<file path="src/rtl/alu_issue_pkg.sv">
// alu_issue_pkg: opcodes, flag bit positions and FSM states shared by the ALU command issuer
package alu_issue_pkg;
    localparam logic [3:0] FUN_ADD  = 4'b0000;
    localparam logic [3:0] FUN_SUB  = 4'b0001;
    localparam logic [3:0] FUN_MUL  = 4'b0010;
    localparam logic [3:0] FUN_DIV  = 4'b0011;
    localparam logic [3:0] FUN_AND  = 4'b0100;
    localparam logic [3:0] FUN_OR   = 4'b0101;
    localparam logic [3:0] FUN_NAND = 4'b0110;
    localparam logic [3:0] FUN_NOR  = 4'b0111;
    localparam logic [3:0] FUN_XOR  = 4'b1000;
    localparam logic [3:0] FUN_XNOR = 4'b1001;
    localparam logic [3:0] FUN_CMPEQ = 4'b1010;
    localparam logic [3:0] FUN_CMPGT = 4'b1011;
    localparam logic [3:0] FUN_CMPLT = 4'b1100;
    localparam logic [3:0] FUN_SHR  = 4'b1101;
    localparam logic [3:0] FUN_SHL  = 4'b1110;
    localparam logic [3:0] FUN_NOP  = 4'b1111;
    localparam int FLAG_ARITH = 3;
    localparam int FLAG_LOGIC = 2;
    localparam int FLAG_CMP   = 1;
    localparam int FLAG_SHIFT = 0;
    typedef enum logic [1:0] {IDLE, ISSUE, CAPTURE, HOLD} state_t;
endpackage

</file>
<file path="src/rtl/alu_issue_ctrl_fifo.sv">
// alu_cmd_fifo: show-ahead command FIFO with registered count and async reset
module alu_cmd_fifo #(
    parameter int W     = 36,
    parameter int DEPTH = 4
) (
    input  logic         i_clk,
    input  logic         i_rst,
    input  logic         i_push,
    input  logic [W-1:0] i_data,
    input  logic         i_pop,
    output logic [W-1:0] o_data,
    output logic         o_full,
    output logic         o_empty
);
    localparam int AW = $clog2(DEPTH);
    logic [W-1:0]  r_mem [DEPTH];
    logic [AW-1:0] r_wptr, r_rptr;
    logic [AW:0]   r_count;
    assign o_data  = r_mem[r_rptr];
    assign o_full  = r_count == (AW+1)'(DEPTH);
    assign o_empty = r_count == '0;
    // storage needs no reset: only entries below the count are ever read
    always_ff @(posedge i_clk)
        if (i_push) r_mem[r_wptr] <= i_data;
    // pointers wrap modulo DEPTH for free because DEPTH is a power of two
    always_ff @(posedge i_clk or posedge i_rst)
        if (i_rst) begin
            r_wptr  <= '0;
            r_rptr  <= '0;
            r_count <= '0;
        end else begin
            if (i_push) r_wptr <= r_wptr + 1'b1;
            if (i_pop) r_rptr <= r_rptr + 1'b1;
            r_count <= r_count + {{AW{1'b0}}, i_push} - {{AW{1'b0}}, i_pop};
        end
endmodule

</file>
<file path="src/rtl/alu_issue_ctrl.sv">
// alu_issue_ctrl: buffers ALU commands, issues one at a time and holds each result; DIV0_TRAP_EN traps divide-by-zero
module alu_issue_ctrl
    import alu_issue_pkg::*;
#(
    parameter int DATA_W = 16,
    parameter int DEPTH  = 4
) (
    input  logic              CLK,
    input  logic              RST,
    input  logic              CMD_VALID,
    output logic              CMD_READY,
    input  logic [DATA_W-1:0] CMD_A,
    input  logic [DATA_W-1:0] CMD_B,
    input  logic [3:0]        CMD_FUN,
    output logic [DATA_W-1:0] ALU_A,
    output logic [DATA_W-1:0] ALU_B,
    output logic [3:0]        ALU_FUN,
    input  logic [DATA_W-1:0] ALU_OUT,
    input  logic [3:0]        ALU_FLAGS,
    output logic              RES_VALID,
    input  logic              RES_READY,
    output logic [DATA_W-1:0] RES_DATA,
    output logic [3:0]        RES_FLAGS,
    output logic              RES_ERR
);
    localparam int CW = 2*DATA_W+4;
    state_t            r_state, w_next;
    logic              w_full, w_empty, w_push, w_pop, w_accept, w_div0;
    logic [CW-1:0]     w_head;
    logic [DATA_W-1:0] w_head_a, w_head_b;
    logic [3:0]        w_head_fun;
    logic [DATA_W-1:0] r_alu_a, r_alu_b, r_res_data;
    logic [3:0]        r_alu_fun, r_res_flags;
    assign {w_head_a, w_head_b, w_head_fun} = w_head;
    assign CMD_READY = !w_full && !RST;
    assign w_push    = CMD_VALID && CMD_READY;
    assign RES_VALID = r_state == HOLD;
    assign w_accept  = RES_VALID && RES_READY;
    assign ALU_A     = r_alu_a;
    assign ALU_B     = r_alu_b;
    assign ALU_FUN   = r_alu_fun;
    assign RES_DATA  = r_res_data;
    assign RES_FLAGS = r_res_flags;

    alu_cmd_fifo #(.W(CW), .DEPTH(DEPTH)) u_fifo (
        .i_clk   (CLK),
        .i_rst   (RST),
        .i_push  (w_push),
        .i_data  ({CMD_A, CMD_B, CMD_FUN}),
        .i_pop   (w_pop),
        .o_data  (w_head),
        .o_full  (w_full),
        .o_empty (w_empty)
    );

`ifdef DIV0_TRAP_EN
    logic r_res_err;
    assign w_div0  = w_head_fun == FUN_DIV && w_head_b == '0;
    assign RES_ERR = r_res_err;
    // error bit follows whichever path produced the held result
    always_ff @(posedge CLK or posedge RST)
        if (RST) r_res_err <= 1'b0;
        else if (r_state == CAPTURE) r_res_err <= 1'b0;
        else if (w_pop && w_div0) r_res_err <= 1'b1;
`else
    assign w_div0  = 1'b0;
    assign RES_ERR = 1'b0;
`endif

    // state register
    always_ff @(posedge CLK or posedge RST)
        if (RST) r_state <= IDLE;
        else r_state <= w_next;

    // pop from IDLE, or from HOLD in the same cycle the held result leaves
    always_comb begin
        w_pop  = !w_empty && (r_state == IDLE || (r_state == HOLD && w_accept));
        w_next = r_state;
        case (r_state)
            IDLE:    w_next = w_pop ? (w_div0 ? HOLD : ISSUE) : IDLE;
            ISSUE:   w_next = CAPTURE;
            CAPTURE: w_next = HOLD;
            HOLD:    w_next = !w_accept ? HOLD : w_pop ? (w_div0 ? HOLD : ISSUE) : IDLE;
            default: w_next = IDLE;
        endcase
    end

    // ALU drive: load a non-trapped command on pop, fall back to NOP once its result is captured
    always_ff @(posedge CLK or posedge RST)
        if (RST) begin
            r_alu_a   <= '0;
            r_alu_b   <= '0;
            r_alu_fun <= FUN_NOP;
        end else if (w_pop && !w_div0) begin
            r_alu_a   <= w_head_a;
            r_alu_b   <= w_head_b;
            r_alu_fun <= w_head_fun;
        end else if (r_state == CAPTURE) begin
            r_alu_a   <= '0;
            r_alu_b   <= '0;
            r_alu_fun <= FUN_NOP;
        end

    // result register: written only on capture or trap, so it stays stable throughout HOLD
    always_ff @(posedge CLK or posedge RST)
        if (RST) begin
            r_res_data  <= '0;
            r_res_flags <= '0;
        end else if (r_state == CAPTURE) begin
            r_res_data  <= ALU_OUT;
            r_res_flags <= ALU_FLAGS;
        end else if (w_pop && w_div0) begin
            r_res_data  <= '1;
            r_res_flags <= 4'(1 << FLAG_ARITH);
        end
endmodule

</file>
<file path="config.mk">
export PLATFORM = sky130hd
export DESIGN_NAME = alu_issue_ctrl
export DESIGN_NICKNAME = d
export VERILOG_FILES = /design/src/rtl/alu_issue_pkg.sv /design/src/rtl/alu_issue_ctrl_fifo.sv /design/src/rtl/alu_issue_ctrl.sv
export SDC_FILE = /design/constraint.sdc
export NUM_CORES = 1
export LEC_CHECK = 0
export CAP_MARGIN = 15
export CELL_PAD_IN_SITES_DETAIL_PLACEMENT = 0
export CELL_PAD_IN_SITES_GLOBAL_PLACEMENT = 1
export CORE_ASPECT_RATIO = 0.8
export CORE_MARGIN = 5
export CORE_UTILIZATION = 46
export DETAILED_ROUTE_END_ITERATION = 10
export GPL_TIMING_DRIVEN = 0
export PLACE_DENSITY = 0.9
export SLEW_MARGIN = 10
export SYNTH_ARGS = -nofsm -noshare
export SYNTH_HDL_FRONTEND = slang
export SYNTH_SLANG_ARGS = --single-unit
export TNS_END_PERCENT = 100
</file>
<file path="constraint.sdc">
create_clock -name CLK -period 3.2 [get_ports CLK]
set_input_delay 0.64 -clock CLK [delete_from_list [all_inputs] [get_ports CLK]]
set_output_delay 0.64 -clock CLK [all_outputs]
set_load 0.02 [all_outputs]
</file>
# Yosys cells after proc, flatten, opt, wreduce, memory -nomap -nowiden
# Memory sizes are Yosys's and may differ from the RTL's.
# Cells that the tools add are included.
# classes
n_addsub,4
eq_ne,4
muxes,10
n_reduce_logical,12
# ops
operator,n
$mux 16,3
$mux 4,2
$pmux 2 s4,1
$logic_and 1x1->1,5
$add 2x1->2 const B,2
$eq 2x2->1 const B,2
$add 3x1->3,1
$eq 3x3->1 const B,1
$logic_not 1->1,3
$logic_not 3->1,1
$mux 1,3
$sub 3x1->3,1
$eq 2x1->1 const B,1
$logic_not 2->1,1
$mux 2,1
$reduce_bool 2->1,1
$logic_or 1x1->1,1
# word_totals
ff_bits,65
ramBits,144
inputBits,60
out_inout_bits,59
word_cells,40
n_memories,1
# memory_table
memory,words,word_bits,read_ports,rd_clocked_by_memory_dff,write_ports,line,source
u_fifo.r_mem,4,36,1,0,1,alu_issue_ctrl_fifo.sv:16,logic [W-1:0] r_mem [DEPTH];

# Logic depth before layout (Yosys ltp)
# Gate-level depths: netlist (run 1).
# logic_depth
ltp_word,8
ltp_mapped,11
ltp_nobuf,9

# Hierarchy
# A second synthesis (run 1) with hierarchy kept.
# hier_totals
hier_cells,447
area_unflattened_um2,8254.2
# by_module_without_submodules
module,n_inst,cells_per_inst,area_per_inst_um2,seq_area_each_um2
alu_cmd_fifo,1,223,5602.9,4499.3
alu_issue_ctrl,1,224,2651.3,1456.4

# Worst setup path after synthesis (run 1)
# No wires, ideal clock.
# synth_path
kind,input to register
start,in RES_READY
end,reg u_fifo.r_count[2]
setup_ns,0.123
t_arrival_ns,2.454
t_required_ns,3.077
path_slack_ns,0.623
cell_stages,11
path_buffers,2
path_cell_list,and3_1 > o21ai_2 > buf_8 > buf_12 > inv_1 > ha_1 > inv_1 > ha_1 > fa_1 > xor2_1 > xnor2_1
# synth_via
elab_chain_cells,5
# synth_rtl
element,line,source
"start, declared",alu_issue_ctrl.sv:21,"input logic RES_READY,"
$logic_and 1x1->1,alu_issue_ctrl.sv:38,assign w_accept = RES_VALID && RES_READY;
$logic_and 1x1->1,alu_issue_ctrl.sv:77,w_pop = !w_empty && (r_state == IDLE || (r_state == HOLD && w_accept));
$logic_or 1x1->1,alu_issue_ctrl.sv:77,
$logic_and 1x1->1,alu_issue_ctrl.sv:77,
named net u_fifo.i_pop,alu_issue_ctrl_fifo.sv:10,"input logic i_pop,"
$sub 3x1->3,alu_issue_ctrl_fifo.sv:34,"r_count <= r_count + {{AW{1'b0}}, i_push} - {{AW{1'b0}}, i_pop};"
"end signal, assigned",alu_issue_ctrl_fifo.sv:34,
"end, declared",alu_issue_ctrl_fifo.sv:18,logic [AW:0] r_count;
# The timed path passes the listed nets, and every way through them passes these cells.
# A chain may end at the register's enable or synchronous reset.

# Final worst setup path (run 1)
# Ends and elaborated chain as after synthesis.

==> results of run 1 <==
kinds of logic (layout without fill, tap and decap cells):
group,count (synthesis),in the layout,share of synthesized area [%]
xor gates and xnor gates,5,5,0.542
and+or+nand+nor,51,51,2.83
other,1,2,0.0464
DFF,209,209,73.7
AOI/OAI and AO/OA,5,5,0.387
muxes,93,93,17.5
adders and majority gates,7,7,1.18
buffers and inverters,60,222,3.87
metal layers:
metal	vias up	global-route usage, %	part of all wire (%)
li1	1882	-	-
met3	26	3.40	5.8
met5	-	0	0
met2	119	26.5	51
met1	2113	20.2	42
met4	0	3.86	2.1
final timing paths:
| path | from | endpoint | slack [ns] | depth (start not counted) |
|---|---|---|---|---|
| max | RES_READY | u_fifo.r_count[2]$_DFF_PP0_ | 0.46 | 12 |
| min | RST | u_fifo.r_count[1]$_DFF_PP0_ | 0.48 | 2 |
| max reg2reg | u_fifo.r_count[2]$_DFF_PP0_ | u_fifo.r_count[2]$_DFF_PP0_ | 0.51 | 11 |
| min reg2reg | RES_DATA[8]$_DFFE_PP0P_ | RES_DATA[8]$_DFFE_PP0P_ | 0.51 | 1 |
| max in group asynchronous | RST | ALU_FUN[0]$_DFFE_PP1P_ | 2.14 | 3 |
| min in group CLK | RES_DATA[8]$_DFFE_PP0P_ | RES_DATA[8]$_DFFE_PP0P_ | 0.51 | 1 |
per-stage QoR:
stage               worst slack, ns  setup TNS [ns]  hold slack (ns)  power [mW]
floorplan                     0.623               0            0.489        6.18
global placement             -0.448          -81.79            0.486        7.39
detailed placement          -0.0674         -0.0674            0.494        7.58
CTS                           0.445               0            0.456        9.92
global route                  0.313               0            0.476        10.3
finish                        0.463               0            0.478        9.74
flip-flops by register name, indices dropped and copies added, names as in the netlist:
| name | flops |
|---|---|
| ALU_A | 16 |
| ALU_B | 16 |
| ALU_FUN | 4 |
| RES_DATA | 16 |
| RES_FLAGS | 4 |
| r_state | 2 |
| u_fifo.r_count | 3 |
| u_fifo.r_mem | 144 |
| u_fifo.r_rptr | 2 |
| u_fifo.r_wptr | 2 |
area by class of cell:
cell class,instances,area [sq um],share of cell area (%)
tap,225,282,2.72
clock inverter,7,41.3,0.399
antenna,1,2.50,0.0242
sequential,209,5960,57.6
multi-input combinational,162,1820,17.6
clock buffer,33,623,6.02
inverter,41,156,1.51
timing repair buffer,122,1310,12.6
buffer,19,159,1.54
report_power, final:
group / leakage, nW / internal (mW) / switching (mW)
combinational: 1.61 / 1.85 / 1.75
clock: 0.322 / 1.35 / 0.969
sequential: 2.08 / 3.55 / 0.274
total: 4.02 / 6.75 / 2.99
cells in the final DEF (no fill, tap or decap), types with 2 or more instances in the layout:
| master | netlist | layout |
|---|---|---|
| edfxtp_1 | 144 | 144 |
| xnor2_1 | 4 | 4 |
| mux4_2 | 36 | 36 |
| and2_2 | 0 | 4 |
| buf_16 | 0 | 5 |
| mux2_2 | 25 | 25 |
| mux2i_1 | 32 | 32 |
| clkdlybuf4s50_1 | 0 | 117 |
| buf_4 | 3 | 3 |
| ha_1 | 6 | 6 |
| buf_2 | 8 | 8 |
| clkinv_2 | 0 | 3 |
| buf_12 | 2 | 2 |
| dfstp_2 | 4 | 4 |
| a21oi_1 | 3 | 3 |
| clkbuf_16 | 0 | 23 |
| dfrtp_1 | 61 | 61 |
| nand2_1 | 33 | 33 |
| nand2b_1 | 6 | 6 |
| nor2_1 | 5 | 5 |
| clkinv_1 | 0 | 2 |
| inv_1 | 41 | 40 |
| clkbuf_1 | 1 | 10 |
| buf_6 | 3 | 3 |
==> impl_results.md, run 1 <==
* Pleak at ~4 nW
* Top post-synthesis cells by count: edfxtp_1 (144), dfrtp_1 (61), inv_1 (41)
* Core ar. at around 17,000 sq um
* Final instance area at roughly 10,000 sq um
* CP arrival at roughly 3.1 ns
* Area Overhead vs Synth at 28.0%
* EDFF count, synth at 144
* Detailed-placement wirelength estimate at 10,200 microns
* Die Wd at about 160 microns
* Cell taking the most area after synthesis: edfxtp_1
* Family with the most delay on the worst path: buffers and inverters
* Hold-fix buffers, CTS at 0
* Final setup vio count at 0
* CP cell instances: clkdlybuf4s50_1 -> and3_1 -> o21ai_2 -> buf_8 -> buf_12 -> inv_1 -> ha_1 -> inv_1 -> ha_1 -> fa_1 -> xor2_1 -> xnor2_1
* # resized after CTS at 0
* Filler cells at 1,294
* Finished Layout Cells at between 800 and 900
* Period Utilization, post-route at 85.5%
* Total GRT Usage at ~15%
* Final GP Congestion at approximately 0.71
* Critical path class: primary input to register
* Fin. max-slew vios at 0
* H-tree levels at 1
* RSZ-0062 raised after global routing: false
* Yosys warnings at 0
* Routed vias/inst at just over 5
* Final nets at around 640
* Register area share after synthesis at 73.7%
* Endpoints failing hold at 0
* Count leader, synth: edfxtp_1
* Post-route DRC at 0
* Status: complete, no violations
* Largest cells by area after synthesis: edfxtp_1 (53%), dfrtp_1 (19%), mux4_2 (10%)
* GR Overflow Total at 0
* Clk buf depth at 3
* Initial antenna violation count at 0
* Critical Path RT at around 3.6 ns
* CP peak stage delay at about 0.43 ns
* CP Buf/Inv Count at 5
* IO Port Bufs at between 100 and 150
* Setup crit start kind: primary input
* Dpl cells at between 700 and 800
* Mean Syn Cell Area at 18.8 sq um
* Max VDD drop at ~0.51 mV
* Clock slew at reported path FFs at about 0.06 ns
* Largest net degree at the start of global routing at 53
* Clk_skew at between 0.006 and 0.007 ns
* CTS root buf: clkbuf_16
* Area share of the largest cell type after synthesis at ~53%
* Syn nets at 498
* Maxcap violations at 0
* Wirelength per Cell at approximately 19 microns
* Die area at a little over 20,000 sq um
* Cell Rows at 43
* CTS Buf Count at 22
* Rel. slew slack at roughly three fifths
* DR pass1 iterations at 4
* First-pass GRT wire length at 24,300 microns
* Final wirelength at between 15,000 and 20,000 microns
* Drt first-iter violations at about 190
* Cell area after synthesis at approximately 8100 sq um
* PD cells at ~940 nW/um^2
* Layout cells sized above 1 at around a fifth
* Vias at between 4,000 and 5,000
* CTS tree: built
* Slew @ Worst Pin at around 0.58 ns
* Period minus WS final at between 2 and 3 ns
* # IOs at about 120
* Die Y at 129 microns
* Vias in the first global route at about 4,500
* Util after Layout at 59.7%
* Syn Inst Count at 431
* Post-CTS setup buffers at 0
* Clock Latency Late Sink at ~0.49 ns
* Seq cells post-synth at 209
* Asr flop ratio synth at between 30% and 40%
* Library cells used by synthesis at 28
* Critical-path top delay cell: clkdlybuf4s50_1
* Clock Sinks at 209
* Initial Util at a little under half
* Worst setup EP type: register
* Post-DP Area at around 9700 sq um
* F_max at 365 MHz
* Hold Crit Class: primary input to asynchronous set/reset pin
* Post-synth top flop: edfxtp_1
* Largest fanout on the critical path at 10
* Post-route ant nets at 0
(Power assumes the default switching activity.)
==> inputs of run 2 (changes only) <==
Settings changed: HOLD_SLACK_MARGIN set to 0.02.
==> results of run 2 <==
No change in the layout: final DEF, timing and power equal those of run 1.
==> inputs of run 3 (changes only) <==
Settings changed: CORE_MARGIN 5 to not set.
==> run 3 against run 2 <==
  * Combinational power about the same
  * Non-clock buffer count unchanged
  * Die area is 11% lower
==> impl_results.md, run 3 (synthesized netlist as in run 1, its figures left out) <==
* Status: complete, no violations
* CP cell instances: clkdlybuf4s50_1 -> and3_1 -> o21ai_2 -> buf_8 -> buf_12 -> inv_1 -> ha_1 -> inv_1 -> ha_1 -> fa_1 -> xor2_1 -> xnor2_1
* Dpl cells at 773 (-0.64%)
* Max VDD drop at 0.767 mV (+49%)
* Clock Latency Late Sink at 0.48 ns (about the same)
* Vias in the first global route at 4,484 (+0.61%)
* H-tree levels at 1 (unchanged)
* Post-Place Worst Slack at -0.0342 ns (+0.0332 ns)
* Clock Sinks at 209 (unchanged)
* Reg area at 5960 sq um (unchanged)
* Detailed-placement wirelength estimate at 9670 microns (-5.0%)
* Initial antenna violation count at 0 (unchanged)
* Filler cells at 1,238 (-4.3%)
* Clock slew at reported path FFs at 0.06 ns (about the same)
* Final wirelength at 15,100 microns (-0.70%)
* Worst setup margin at 0.485 ns (+0.0227 ns)
* Hold-fix buffers, CTS at 0 (unchanged)
* Final nets at 643 (-0.16%)
* Clk_skew at 0.00858 ns (+0.00195 ns)
* Sequential share of power at 39.2% (about the same)
* Pleak at 4.01 nW (-0.20%)
* IO Port Bufs at 117 (unchanged)
* Commonest non-fill, non-tap cells in the layout: edfxtp_1 (144), clkdlybuf4s50_1 (117), dfrtp_1 (61)
* Vias at 4,089 (-1.2%)
* Hold slack at 0.504 ns (+0.0263 ns)
* # IOs at 119 (unchanged)
* Fin. max-slew vios at 0 (unchanged)
* Routed vias/inst at 5.05 (-0.13%)
* RSZ-0062 raised after global routing: false
* Number of diodes at 0 (-1)
* Die Wd at 150 microns (-5.1%)
* GR Overflow Total at 0 (unchanged)
* CTS root buf: clkbuf_16
* Endpoints failing hold at 0 (unchanged)
* Util after Layout at 61.2% (+1.4 points)
* Hold Crit Class: register to register
* Sw frac at 30.6% (-0.039 points)
* Multi-input logic area at 1820 sq um (unchanged)
* Total GRT Usage at 17.5% (+2.1 points)
* Drt first-iter violations at 283 (+52%)
* Maxcap violations at 0 (unchanged)
* Period minus WS final at 2.71 ns (-0.0227 ns)
* Critical Path RT at 3.57 ns (about the same)
* PD cells at 948 nW/um^2 (+0.74%)
* Critical path class: primary input to register
* CP peak stage delay at 0.42 ns (about the same)
* Cell Rows at 42 (-2.3%)
* Initial Util at 47.9% (+1.3 points)
* Final GP Congestion at 0.691 (-2.4%)
* Die area at 18,100 sq um (-11%)
* Largest net degree at the start of global routing at 38 (-28%)
* # resized after CTS at 0 (unchanged)
* Post-route ant nets at 0 (unchanged)
* Rel. slew slack at 61.9% (+0.32 points)
* Max FFs per register at 144 (unchanged)
* Wirelength per Cell at 18.6 microns (+0.41%)
* Clk buf depth at 3 (unchanged)
* F_max at 368 MHz (+0.83%)
* DR pass1 iterations at 4 (unchanged)
* Die Y at 121 microns (-6.2%)
* Commonest non-fill, non-tap cell in the layout: edfxtp_1
* Finished Layout Cells at 810 (-1.1%)
* Slew @ Worst Pin at 0.571 ns (-0.00481 ns)
* Area Overhead vs Synth at 27.6%
* CP arrival at 3.08 ns (-0.03 ns)
* Setup crit start kind: primary input
* Worst setup EP type: register
* Post-route DRC at 0 (unchanged)
* Sw power at 3.00 mW (+0.32%)
* Final setup vio count at 0 (unchanged)
* Largest fanout on the critical path at 10 (unchanged)
* First-pass GRT wire length at 23,700 microns (-2.5%)
* Period Utilization, post-route at 84.8% (-0.71 points)
* Int Power at 6.79 mW (+0.50%)
* Critical-path top delay cell: clkdlybuf4s50_1
* Combinational share of power at 36.8% (about the same)
* Post-CTS setup buffers at 0 (unchanged)
* Layout cells sized above 1 at 20.3% (-0.40 points)
* CTS Buf Count at 21 (-4.5%)
* Core ar. at 16,900 sq um (-2.6%)
* Clock share of power at 23.9% (about the same)
* Top reg by flops: u_fifo.r_mem
* CTS tree: built
* Power, Total at 9.79 mW (+0.45%)
==> run 3: cell count changes in the layout (fill, tap and decap cells not counted), sizes merged <==
cell      before  now
inv           42   41
clkinv         5    9
bufinv         0    2
clkbuf        34   27
diode          1    0
clkinvlp       1    0
==> run 3: routing by layer <==
metal	GRT usage [%]	part of all wire [%]
met5	0	0
met2	30.3	50
met1	22.4	43
met3	3.81	5.6
met4	4.17	1.8
==> run 3: stage by stage <==
step	area [sq um]	TNS (ns)
6_report	10300	0
5_1_grt	10300	0
4_1_cts	10300	0
3_5_place_dp	9670	-0.0342
3_3_place_gp	9530	-83.06
2_1_floorplan	8080	0
==> run 3: final timing paths <==
check,end,startpoint,slack [ns],depth (start not counted)
min reg2reg,RES_DATA[5]$_DFFE_PP0P_,RES_DATA[5]$_DFFE_PP0P_,0.50,1
max,u_fifo.r_count[2]$_DFF_PP0_,RES_READY,0.49,12
min,RES_DATA[5]$_DFFE_PP0P_,RES_DATA[5]$_DFFE_PP0P_,0.50,1
max reg2reg,u_fifo.r_count[2]$_DFF_PP0_,u_fifo.r_count[2]$_DFF_PP0_,0.55,11
min in group asynchronous,ALU_B[7]$_DFFE_PP0P_,RST,0.58,2
max in group asynchronous,ALU_FUN[2]$_DFFE_PP1P_,RST,2.01,3
==> run 3: cell type report <==
cell class	count	share of cell area, %
Buffer	19	1.54
Clock buffer	26	5.37
Clock inverter	11	0.934
Inverter	41	1.52
Multi-Input combinational cell	162	17.6
Sequential cell	209	57.7
Tap cell	220	2.67
Timing Repair Buffer	122	12.6
==> run 3: power by group through the flow <==
stage | Combinational (mW) | Sequential, mW | Clock, mW
2_1_floorplan | 1.92 | 4.26 | 0
3_3_place_gp | 3.50 | 3.87 | 0
3_5_place_dp | 3.67 | 3.89 | 0
4_1_cts | 3.68 | 3.85 | 2.39
5_1_grt | 3.90 | 3.90 | 2.50
6_report | 3.61 | 3.84 | 2.34
==> run 3: critical path, delay by kind of cell <==
| kind | cells | cell delay, ns |
|---|---|---|
| xor+xnor | 2 | 0.31 |
| buf+inv | 5 | 0.88 |
| simple gates | 1 | 0.23 |
| compound gates | 1 | 0.21 |
| fa+ha+maj | 3 | 0.82 |
